File: src/rtl/alu_mc_pkg.sv
// Shared opcode encodings, FSM state type and flag bit positions for alu_mc.
package alu_mc_pkg;

    localparam logic [3:0] OP_ADD  = 4'd0;
    localparam logic [3:0] OP_SUB  = 4'd1;
    localparam logic [3:0] OP_MUL  = 4'd2;
    localparam logic [3:0] OP_DIV  = 4'd3;
    localparam logic [3:0] OP_NOTA = 4'd4;
    localparam logic [3:0] OP_AND  = 4'd5;
    localparam logic [3:0] OP_OR   = 4'd6;
    localparam logic [3:0] OP_NAND = 4'd7;
    localparam logic [3:0] OP_NOR  = 4'd8;
    localparam logic [3:0] OP_XOR  = 4'd9;
    localparam logic [3:0] OP_XNOR = 4'd10;
    localparam logic [3:0] OP_MOD  = 4'd11;
    localparam logic [3:0] OP_INC  = 4'd12;
    localparam logic [3:0] OP_DEC  = 4'd13;
    localparam logic [3:0] OP_LNOT = 4'd14;
    localparam logic [3:0] OP_MULH = 4'd15;

    typedef enum logic [1:0] {IDLE, CALC, DONE} state_t;

    localparam int F_Z  = 0;
    localparam int F_C  = 1;
    localparam int F_V  = 2;
    localparam int F_DZ = 3;

endpackage

File: src/rtl/alu_mc_iter.sv
// Iterative shift-add multiplier / restoring divider on one 2*WIDTH accumulator.
// done strobes during the last iteration; res carries that iteration's outcome.
module alu_mc_iter #(
    parameter int WIDTH = 8
) (
    input  logic               clk,
    input  logic               rst,
    input  logic               start,
    input  logic               div,
    input  logic [WIDTH-1:0]   a,
    input  logic [WIDTH-1:0]   b,
    output logic               done,
    output logic [2*WIDTH-1:0] res
);
    localparam int CW = $clog2(WIDTH + 1);

    logic [2*WIDTH-1:0] acc, acc_nxt;
    logic [WIDTH-1:0]   opnd;
    logic [CW-1:0]      cnt;
    logic               busy, div_q;
    logic [WIDTH:0]     sum, sh, trial;

    // mul: {hi,lo} = {partial, multiplier}; div: {hi,lo} = {remainder, dividend/quotient}
    always_comb begin
        sum   = {1'b0, acc[2*WIDTH-1:WIDTH]} + (acc[0] ? {1'b0, opnd} : '0);
        sh    = acc[2*WIDTH-1:WIDTH-1];
        trial = sh - {1'b0, opnd};
        if (!div_q)
            acc_nxt = {sum, acc[WIDTH-1:1]};
        else if (!trial[WIDTH])
            acc_nxt = {trial[WIDTH-1:0], acc[WIDTH-2:0], 1'b1};
        else
            acc_nxt = {sh[WIDTH-1:0], acc[WIDTH-2:0], 1'b0};
    end

    assign done = busy && (cnt == CW'(1));
    assign res  = acc_nxt;

    always_ff @(posedge clk or posedge rst) begin
        if (rst) begin
            acc   <= '0;
            opnd  <= '0;
            cnt   <= '0;
            busy  <= 1'b0;
            div_q <= 1'b0;
        end else if (start) begin
            busy  <= 1'b1;
            cnt   <= CW'(WIDTH);
            div_q <= div;
            opnd  <= div ? b : a;
            acc   <= {{WIDTH{1'b0}}, div ? a : b};
        end else if (busy) begin
            acc <= acc_nxt;
            cnt <= cnt - CW'(1);
            if (cnt == CW'(1))
                busy <= 1'b0;
        end
    end

endmodule

File: src/rtl/alu_mc.sv
// Multi-cycle ALU with valid/ready handshakes and {dz,v,c,z} flags.
// Define ALU_MC_FAST_MUL_EN to run opcodes 2/15 on a single-cycle multiplier.
module alu_mc
    import alu_mc_pkg::*;
#(
    parameter int WIDTH = 8
) (
    input  logic             clk,
    input  logic             rst,
    input  logic             in_valid,
    output logic             in_ready,
    input  logic [WIDTH-1:0] a,
    input  logic [WIDTH-1:0] b,
    input  logic [3:0]       sel,
    output logic             out_valid,
    input  logic             out_ready,
    output logic [WIDTH-1:0] result,
    output logic [3:0]       flags
);
    localparam int MSB = WIDTH - 1;

    state_t             state;
    logic [3:0]         op_q;
    logic               bz_q, accept, iter_op, is_div, it_done;
    logic [2*WIDTH-1:0] it_res;
    logic [WIDTH-1:0]   opb, sc_res, it_word;
    logic [WIDTH:0]     sum, dif;
    logic               sc_c, sc_v, it_dz;

    assign in_ready  = (state == IDLE);
    assign out_valid = (state == DONE);
    assign accept    = in_valid && in_ready;
    assign is_div    = (sel == OP_DIV) || (sel == OP_MOD);

`ifdef ALU_MC_FAST_MUL_EN
    logic [2*WIDTH-1:0] prod;
    assign prod    = a * b;
    assign iter_op = is_div;
`else
    assign iter_op = is_div || (sel == OP_MUL) || (sel == OP_MULH);
`endif

    // increment/decrement reuse the add/sub path with an implicit operand of 1
    always_comb begin
        opb    = (sel == OP_ADD || sel == OP_SUB) ? b : WIDTH'(1);
        sum    = {1'b0, a} + {1'b0, opb};
        dif    = {1'b0, a} - {1'b0, opb};
        sc_res = '0;
        sc_c   = 1'b0;
        sc_v   = 1'b0;
        case (sel)
            OP_ADD, OP_INC: begin
                sc_res = sum[WIDTH-1:0];
                sc_c   = sum[WIDTH];
                sc_v   = (a[MSB] == opb[MSB]) && (sum[MSB] != a[MSB]);
            end
            OP_SUB, OP_DEC: begin
                sc_res = dif[WIDTH-1:0];
                sc_c   = dif[WIDTH];
                sc_v   = (a[MSB] != opb[MSB]) && (dif[MSB] != a[MSB]);
            end
            OP_NOTA: sc_res = ~a;
            OP_AND:  sc_res = a & b;
            OP_OR:   sc_res = a | b;
            OP_NAND: sc_res = ~(a & b);
            OP_NOR:  sc_res = ~(a | b);
            OP_XOR:  sc_res = a ^ b;
            OP_XNOR: sc_res = ~(a ^ b);
            OP_LNOT: sc_res = {{(WIDTH-1){1'b0}}, (a == '0)};
`ifdef ALU_MC_FAST_MUL_EN
            OP_MUL:  sc_res = prod[WIDTH-1:0];
            OP_MULH: sc_res = prod[2*WIDTH-1:WIDTH];
`endif
            default: sc_res = '0;
        endcase
    end

    alu_mc_iter #(.WIDTH(WIDTH)) u_iter (
        .clk   (clk),
        .rst   (rst),
        .start (accept && iter_op),
        .div   (is_div),
        .a     (a),
        .b     (b),
        .done  (it_done),
        .res   (it_res)
    );

    // low half is product-low / quotient, high half is product-high / remainder
    always_comb begin
        it_word = (op_q == OP_MUL || op_q == OP_DIV) ? it_res[WIDTH-1:0]
                                                     : it_res[2*WIDTH-1:WIDTH];
        it_dz   = bz_q && (op_q == OP_DIV || op_q == OP_MOD);
    end

    always_ff @(posedge clk or posedge rst) begin
        if (rst) begin
            state  <= IDLE;
            op_q   <= '0;
            bz_q   <= 1'b0;
            result <= '0;
            flags  <= '0;
        end else begin
            case (state)
                IDLE: if (accept) begin
                    op_q <= sel;
                    bz_q <= (b == '0);
                    if (iter_op) begin
                        state <= CALC;
                    end else begin
                        state  <= DONE;
                        result <= sc_res;
                        flags  <= {1'b0, sc_v, sc_c, (sc_res == '0)};
                    end
                end
                CALC: if (it_done) begin
                    state  <= DONE;
                    result <= it_word;
                    flags  <= {it_dz, 1'b0, 1'b0, (it_word == '0)};
                end
                DONE: if (out_ready) state <= IDLE;
                default: state <= IDLE;
            endcase
        end
    end

endmodule

File: config.mk
export PLATFORM = sky130hd
export DESIGN_NAME = alu_mc
export DESIGN_NICKNAME = d
export VERILOG_FILES = /design/src/rtl/alu_mc_pkg.sv /design/src/rtl/alu_mc_iter.sv /design/src/rtl/alu_mc.sv
export SDC_FILE = /design/constraint.sdc
export NUM_CORES = 1
export LEC_CHECK = 0
export CORE_UTILIZATION = 41
export DETAILED_ROUTE_END_ITERATION = 7
export MAX_ROUTING_LAYER = met4
export PLACE_DENSITY = 0.7
export SETUP_SLACK_MARGIN = 0.02
export SYNTH_ARGS = -nofsm -noshare
export SYNTH_HDL_FRONTEND = slang
export SYNTH_SLANG_ARGS = --single-unit
File: constraint.sdc
create_clock -name clk -period 5.85 [get_ports clk]
set_input_delay 0.585 -clock clk [delete_from_list [all_inputs] [get_ports clk]]
set_output_delay 0.585 -clock clk [all_outputs]
set_load 0.005 [all_outputs]
# Word level (Yosys, flattened, before mapping)
# Cells that the tools add are included.
# totals
reg_bits,49
inputBits,24
output_inout_bits,14
word_cells,106
# classes
n_addsub,5
n_eq_ne,29
n_mux,30
bitwise,7
reduce_logical,25
# op_table
cell,count
$pmux W8 S10,1
$mux W16,4
$mux W8,8
$eq A4 B4 Y1 const B,9
$logic_not A8 Y1,4
$not A8 Y8,4
$mux W4,5
$eq A4 B2 Y1 const B,4
$eq A4 B3 Y1 const B,4
$pmux W8 S2,1
$add A8 B8 Y9,1
$add A8 B9 Y9,1
$sub A8 B8 Y9,1
$sub A9 B8 Y9,1
$and A8 B8 Y8,1
$eq A4 B1 Y1 const B,2
$mux W2,4
$or A8 B8 Y8,1
$pmux W4 S2,1
$xor A8 B8 Y8,1
$logic_and A1 B1 Y1,6
$logic_or A1 B1 Y1,6
$pmux W2 S3,1
$logic_not A4 Y1,1
other kinds (15),24

# Depth between registers and ports, before layout
# Gate-level depths: netlist of the first run.
# depth
depth_word,10
depth_mapped,16

# Cells and area by module
# A second synthesis of the first run with hierarchy kept.
# unflattened
cells_unflattened,625
hier_area_um2,5170.0
# by_module_without_submodules
module,n_inst,cells_per_inst,area_per_inst_um2,seq_area_each_um2
alu_mc,1,344,2656.3,475.5
alu_mc_iter,1,281,2513.7,750.7

# Least setup slack after synthesis of the first run
# OpenSTA, ideal clock, no wires.
# synth_timing
path_kind,input to register
startpoint,input sel[1]
endpoint,register flags[0]
setup_time_ps,103
t_arrival_ps,3793
path_slack_ps,1953
path_stages,14
cell_sequence,clkbuf_1 > buf_1 > clkbuf_1 > nor3_1 > nand2_1 > fa_1 > a21o_1 > a21oi_1 > nor2_1 > a211o_1 > a211o_1 > nor4_1 > a41oi_1 > o41ai_2
# synth_between
elab_chain_cells,9
word_cells_on_any_way,32
classes_between,add/sub (2); eq/ne (16); mux (5); reduce/logical (9)
# synth_rtl
element,line_no,text
"start, declared",alu_mc.sv:14,"input logic [3:0] sel,"
$eq A4 B1 Y1 / $logic_not A4 Y1 (equally long branches),"alu_mc.sv:45, alu_mc.sv:51",
$logic_or A1 B1 Y1,alu_mc.sv:45,opb = (sel == OP_ADD || sel == OP_SUB) ? b : WIDTH'(1);
$mux W8,alu_mc.sv:45,
$sub A8 B8 Y9 / $add A8 B8 Y9 (equally long branches),"alu_mc.sv:47, alu_mc.sv:46",
$pmux W8 S10,alu_mc.sv:51,case (sel)
$logic_not A8 Y1,alu_mc.sv:113,"flags <= {1'b0, sc_v, sc_c, (sc_res == '0)};"
$mux W4,alu_mc.sv:108,if (iter_op) begin
$mux W4,alu_mc.sv:105,IDLE: if (accept) begin
$pmux W4 S2,alu_mc.sv:104,case (state)
"end signal, assigned",alu_mc.sv:113,
"end signal, assigned",alu_mc.sv:119,"flags <= {it_dz, 1'b0, 1'b0, (it_word == '0)};"
"end, declared",alu_mc.sv:18,output logic [3:0] flags
# Parallel ways exist; a longest one is shown, timed or not. The select of a mux whose other input is x is not followed.
# A chain may end at the register's enable or synchronous reset.

# Final worst setup path of the first run
# Ends and elaborated chain as after synthesis.

==> impl_metrics.tcl, run 1 <==
set metrics [dict create \
    outcome "complete, no violations" \
    fin_worst_skew_ns 0.00565 \
    via_count 4830 \
    met3_usage_pct 3.13 \
    cts_resized 0 \
    synth-seq-cells 49 \
    yosys_warnings 0 \
    fin_crit_sh_pct 75.3 \
    nets 733 \
    root_buffer "clkbuf_16" \
    cp-end-kind "flop" \
    cts_hold_buf 0 \
    routed_wirelength_um 14700 \
    area_delta_synth_final_pct 12.0 \
    worst_pin_slew_ns 1.19 \
    critPathKind "in -> reg" \
    synth_common_cells "nand2_1 (67), nor2_1 (61), ha_1 (52)" \
    synth_top_cell_area_share_pct 23.9 \
    clk_latency_ns 0.29 \
    clk_pin_slew_ns 0.07 \
    final_max_slew_viol_count 0 \
    synthMostInstantiatedCell "nand2_1" \
    synthesis.nets 725 \
    seq_area_frac_synth_pct 23.9 \
    grt_busiest_layer "met2" \
    grt_max_degree 50 \
    cts_tree "yes" \
    syn_inst 645 \
    coreArea_mm2 0.0121 \
    relSlewSlack_pct 19.7 \
    drc 0 \
    synth_area_per_cell_um2 7.96 \
    synth_cell_types 66 \
    synth.cell_area_mm2 0.00513 \
    fp.dieW_um 114 \
    die_h_um 114 \
    synth_area_leaders "dfrtp_1 (24%), ha_1 (13%), mux2i_1 (5.1%), nand2_1 (4.9%), nor2_1 (4.5%)" \
    hpwl_um 11200 \
    hold_class "reg -> reg" \
    grt-ovfl-total 0 \
    synth-edff-count 0 \
    synth_top_cell_by_area "dfrtp_1" \
    cp_data_arrival_time_ns 4.59 \
    startpoint_type "input port" \
    place_congestion 0.938 \
    vias_per_cell 5.88 \
    cts_setup_buffers 0 \
    drt_pass1_iterations 5 \
    setup_violations 0 \
    reg2reg_slack_ns 2.35 \
    antenna_left 0 \
    dieArea_mm2 0.0130 \
    antenna_found_initial 0 \
    cts_buffers 5 \
    grt_setup_unrepaired "no" \
    io_pins 38 \
    fillers 1207 \
    antenna_cells 0 \
    clock.fmax_ghz 0.227 \
    p_leak_nw 2.59 \
    min_period_ns 4.40 \
    ir_worst_vdd_mv 0.212 \
    async_flop_share_pct 100 \
    finalHoldViolCount 0 \
    first_global_vias 4553 \
    place_ws_ns 1.25 \
    worstPathMaxFanout 37 \
    synth_ff_type "dfrtp_1" \
    cap_violations 0 \
    power_mw 2.89 \
    worstPathRequired_ns 6.04 \
    wl_per_cell_um 17.8 \
    dr.first_iter.drc_count 359 \
    clock-sinks 49 \
    holdWs_ns 0.487 \
    power.density_mw_per_mm2 502 \
    grt_util_all_layers_pct 24.2 \
    grt_pass1_wl_um 23900 \
    rows 40 \
    layout-drive-gt1-share_pct 4.43 \
    grt_use_met2_pct 36.7 \
    cts_htree_levels 2 \
    setup_slack_ns 1.45 \
    port_buffers 37 \
    grt_use_met1_pct 34.1 \
    finalSetupTns_ns 0 \
    initial_utilization_pct 42.4 \
    cts_buffer_depth 2 \
]
[final cells by class]
cell class              count  area, µm²  share of cell area (%)
clock buffers               5        125                    2.18
clock inverters             3       43.8                   0.762
well taps                 168        210                    3.66
inverters                  51        191                    3.33
repair buffers             40        393                    6.84
multi-input cells         506       3560                    61.9
flip-flops and latches     49       1230                    21.3
[cell usage in the layout, fill, tap and decap left out, types with 5 or more instances in the layout]
master / instances
clkbuf_16: 5
nand3_1: 8
nor2_1: 61
nor4_1: 7
xnor2_1: 12
o21ai_0: 35
xor2_1: 9
and2_1: 13
nor2b_1: 7
clkdlybuf4s50_1: 37
o211ai_1: 12
nand2_1: 67
o31ai_1: 6
a21oi_1: 43
mux2i_1: 26
nand2b_1: 9
a211oi_1: 11
inv_1: 49
a22oi_1: 5
a211o_1: 6
o22ai_1: 5
dfrtp_1: 49
o221ai_1: 5
ha_1: 52
a21o_1: 11
nor3_1: 12
mux2_2: 6
[cell families after synthesis]
family                   Yosys count  share of synthesized area, %
multiplexers                      35                          7.49
XOR/XNOR                          21                          3.58
buffers and inverters             90                          6.78
AO/OA/AOI/OAI                    189                          25.3
flip-flops                        49                          23.9
AND/OR/NAND/NOR                  205                          18.7
adder cells (fa/ha/maj)           56                          14.2
[routing by layer]
layer | part of all wire, % | routed length [µm] | up-vias
met5 | 0 | 0 | -
li1 | - | - | 2337
met3 | 6.7 | 989 | 17
met1 | 47 | 6880 | 2308
met2 | 45 | 6560 | 168
met4 | 1.5 | 221 | 0
[state kept, by name, summed over array words and instances, names as in the netlist]
signal	cells
result	8
u_iter.div_q	1
bz_q	1
u_iter.busy	1
u_iter.acc	16
state	2
u_iter.opnd	8
flags	4
u_iter.cnt	4
op_q	4
[power by group]
| part | total (mW) | internal, mW | switching, mW |
|---|---|---|---|
| sequential | 0.699 | 0.499 | 0.199 |
| combinational | 1.85 | 0.838 | 1.01 |
| clock | 0.337 | 0.203 | 0.135 |
| total | 2.89 | 1.54 | 1.35 |
[critical path, cell delays in order]
cell             delay (ns)
clkdlybuf4s50_1        0.39
buf_4                  0.25
nor3_1                 0.84
nand2_1                0.28
fa_1                   0.50
a21o_1                 0.18
a21oi_1                0.23
nor2_1                 0.08
a211o_1                0.27
a211o_1                0.33
nor4_1                 0.35
a41oi_1                0.20
o41ai_2                0.09
[final timing paths]
kind / to / start / cells after the start
worst max-delay path: flags[0]$_DFFE_PP0P_ / sel[1] / 13
min in group asynchronous: u_iter.acc[12]$_DFFE_PP0P_ / rst / 2
worst min register to register: result[4]$_DFFE_PP0P_ / result[4]$_DFFE_PP0P_ / 2
worst min-delay path: result[4]$_DFFE_PP0P_ / result[4]$_DFFE_PP0P_ / 2
worst max register to register: flags[0]$_DFFE_PP0P_ / u_iter.acc[7]$_DFFE_PP0P_ / 11
max in group asynchronous: flags[2]$_DFFE_PP0P_ / rst / 2
[per-stage QoR]
step                util (%)  cells  instance area (µm²)
CTS                     47.4    822                 5750
global route            47.4    822                 5750
detailed placement      46.1    814                 5580
global placement        46.1    814                 5580
finish                  47.4    822                 5750
floorplan                  -    645                 5130
No activity file was read; power rests on OpenSTA's default activity.
==> run 2: changes to the inputs <==
--- a/config.mk
+++ b/config.mk
@@ -8,7 +8,7 @@
 export CORE_UTILIZATION = 41
 export DETAILED_ROUTE_END_ITERATION = 7
 export MAX_ROUTING_LAYER = met4
-export PLACE_DENSITY = 0.7
+export PLACE_DENSITY = 0.73
 export SETUP_SLACK_MARGIN = 0.02
 export SYNTH_ARGS = -nofsm -noshare
 export SYNTH_HDL_FRONTEND = slang
==> constraint.sdc (replaced) <==
create_clock -name clk -period 3.6 [get_ports clk]
set_input_delay 0.36 -clock clk [delete_from_list [all_inputs] [get_ports clk]]
set_output_delay 0.36 -clock clk [all_outputs]
set_load 0.005 [all_outputs]
==> run 2 against run 1 <==
Sequential cell count did not move. Die area unchanged. Clock power up 51%. Sequential power rose by 59%. Non-clock buffer count increased by 21. Largest cell class unchanged. Routed wire length grew 3.2%. Cell area rose by 2.7%. Global-route usage increased by 0.63 points.
==> impl_metrics.tcl, run 2 (synthesis gave the netlist of run 1 again) <==
set metrics [dict create \
    outcome "complete, no violations" \
    dieArea_mm2 0.0130 \
    coreArea_mm2 0.0121 \
    cts_htree_levels 2 \
    grt_busiest_layer "met2" \
    cts_buffer_depth 2 \
    rows 40 \
    routed_wirelength_um 15100 \
    r2r-end "flags[0]$_DFFE_PP0P_" \
    root_buffer "clkbuf_16" \
    cp_num_buf_inv 2 \
    hold_path_depth 2 \
    port_buffers 37 \
    fin_crit_sh_pct 95.3 \
    clock-sinks 49 \
    first_global_vias 4652 \
    io_pins 38 \
    die_h_um 114 \
    cp-end-kind "flop" \
    final_max_slew_viol_count 0 \
    place_congestion 0.965 \
    worstPathRequired_ns 3.79 \
    antenna_left 0 \
    reg_top3 "u_iter.acc x16, result x8, u_iter.opnd x8" \
    placed_area_mm2 0.00574 \
    power.density_mw_per_mm2 806 \
    clock.fmax_ghz 0.292 \
    multi_input_area_mm2 0.00357 \
    relSlewSlack_pct 18.8 \
    cap_violations 0 \
    worstPathMaxFanout 12 \
    hpwl_um 11600 \
    finalHoldViolCount 0 \
    critPathTopFamily "compound AO/OA/AOI/OAI gates" \
    critPathKind "reg -> reg" \
    grt-ovfl-total 0 \
    reg2reg_from "u_iter.acc[7]$_DFFE_PP0P_" \
    wl_per_cell_um 17.9 \
    area_delta_synth_final_pct 15.1 \
    antenna_found_initial 1 \
    nets 754 \
    grt_use_met2_pct 36.8 \
    reg2reg_slack_ns 0.17 \
    dr.first_iter.drc_count 563 \
    slowest_stage "mux4_2" \
    grt_max_degree 50 \
    clk_pin_slew_ns 0.08 \
    met3_usage_pct 3.40 \
    clk_latency_ns 0.30 \
    r2r_cells 11 \
    min_period_ns 3.43 \
    cts_buffers 5 \
    register_area_mm2 0.00123 \
    final_cell_mix "nand2_1 (67), nor2_1 (61), ha_1 (52)" \
    initial_utilization_pct 42.4 \
    grt_use_met1_pct 35.5 \
    grt_util_all_layers_pct 24.8 \
    whs_endpoint "result[0]$_DFFE_PP0P_" \
    vias_per_cell 5.80 \
    max_stage_delay_ns 0.52 \
    crit_chain "inv_1, ha_1, inv_1, fa_1, a21o_1, a31o_1, a211o_1, o211a_4, a22o_1, mux4_2, o41ai_2" \
    fin_worst_skew_ns 0.00758 \
    cts_tree "yes" \
    final_common_cell "nand2_1" \
    grt_pass1_wl_um 24600 \
    holdWs_ns 0.482 \
    grt_setup_unrepaired "no" \
    startpoint_type "flop" \
    fin_area_mm2 0.00590 \
    fillers 1184 \
    cp_common_cell "inv_1" \
    fp.dieW_um 114 \
    largest-register "u_iter.acc" \
    cp_data_arrival_time_ns 3.62 \
    hold_class "reg -> reg" \
    p_leak_nw 2.69 \
    layout-drive-gt1-share_pct 7.56 \
    ir_worst_vdd_mv 0.332 \
    cts_setup_buffers 0 \
    setup_violations 0 \
    worst_pin_slew_ns 1.21 \
    drc 0 \
    largest_reg_flops 16 \
    drt_pass1_iterations 5 \
    hp-start "result[0]$_DFFE_PP0P_" \
    via_count 4891 \
]
## run 2: cell count changes in the layout (fill, tap and decap cells not counted), sizes merged
cell / change
buf: +21
bufinv: -1
diode: +1
inv: +1
## run 2: final cells by class
type	instances	area share, %
inverters	51	3.24
diodes	1	0.0424
well taps	168	3.56
repair buffers	61	9.32
clock inverters	3	0.487
multi-input cells	506	60.5
clock buffers	5	2.12
flip-flops and latches	49	20.8
## run 2: per-layer routing
| metal | share of wire (%) | routed length [µm] |
|---|---|---|
| met2 | 44 | 6590 |
| met3 | 7.1 | 1080 |
| met1 | 48 | 7210 |
| met5 | 0 | 0 |
| met4 | 1.6 | 246 |
## run 2: metrics by stage
stage / setup slack [ns] / util, % / TNS, ns / instances / total power [mW]
finish: 0.170 / 48.8 / 0 / 844 / 4.76
global route: 0.0779 / 48.8 / 0 / 844 / 5.13
floorplan: 0.117 / - / 0 / 645 / 3.33
global placement: 0.151 / 47.4 / 0 / 835 / 4.08
detailed placement: -0.00445 / 47.4 / -0.00445 / 835 / 4.16
CTS: 0.121 / 48.7 / 0 / 843 / 4.69
## run 2: repair_timing
item | in CTS | in global routing
endpoints found under the setup margin | 0 | 3
hold buffers | 0 | 0
gates resized for setup | 0 | 1
## run 2: how the worst max path moves through the flow
stage / from / to / slack [ns] / depth (start not counted)
2_1_floorplan: sel[1] / flags[0]$_DFFE_PP0P_ / 0.12 / 16
3_3_place_gp: sel[1] / result[7]$_DFFE_PP0P_ / 0.15 / 13
3_5_place_dp: sel[1] / flags[0]$_DFFE_PP0P_ / -0.004 / 12
4_1_cts: u_iter.acc[7]$_DFFE_PP0P_ / result[5]$_DFFE_PP0P_ / 0.12 / 12
5_1_grt: u_iter.acc[7]$_DFFE_PP0P_ / flags[0]$_DFFE_PP0P_ / 0.08 / 11
6_report: u_iter.acc[7]$_DFFE_PP0P_ / flags[0]$_DFFE_PP0P_ / 0.17 / 11
## run 2: where the power goes
part           switching, mW  internal [mW]
Combinational           1.72           1.41
Clock                  0.241          0.267
Sequential             0.303          0.811
## run 2: worst min-delay path, cell delays in order, from the launching register on
cell	delay (ns)
dfrtp_1	0.35
nand2_1	0.05
o31ai_1	0.05
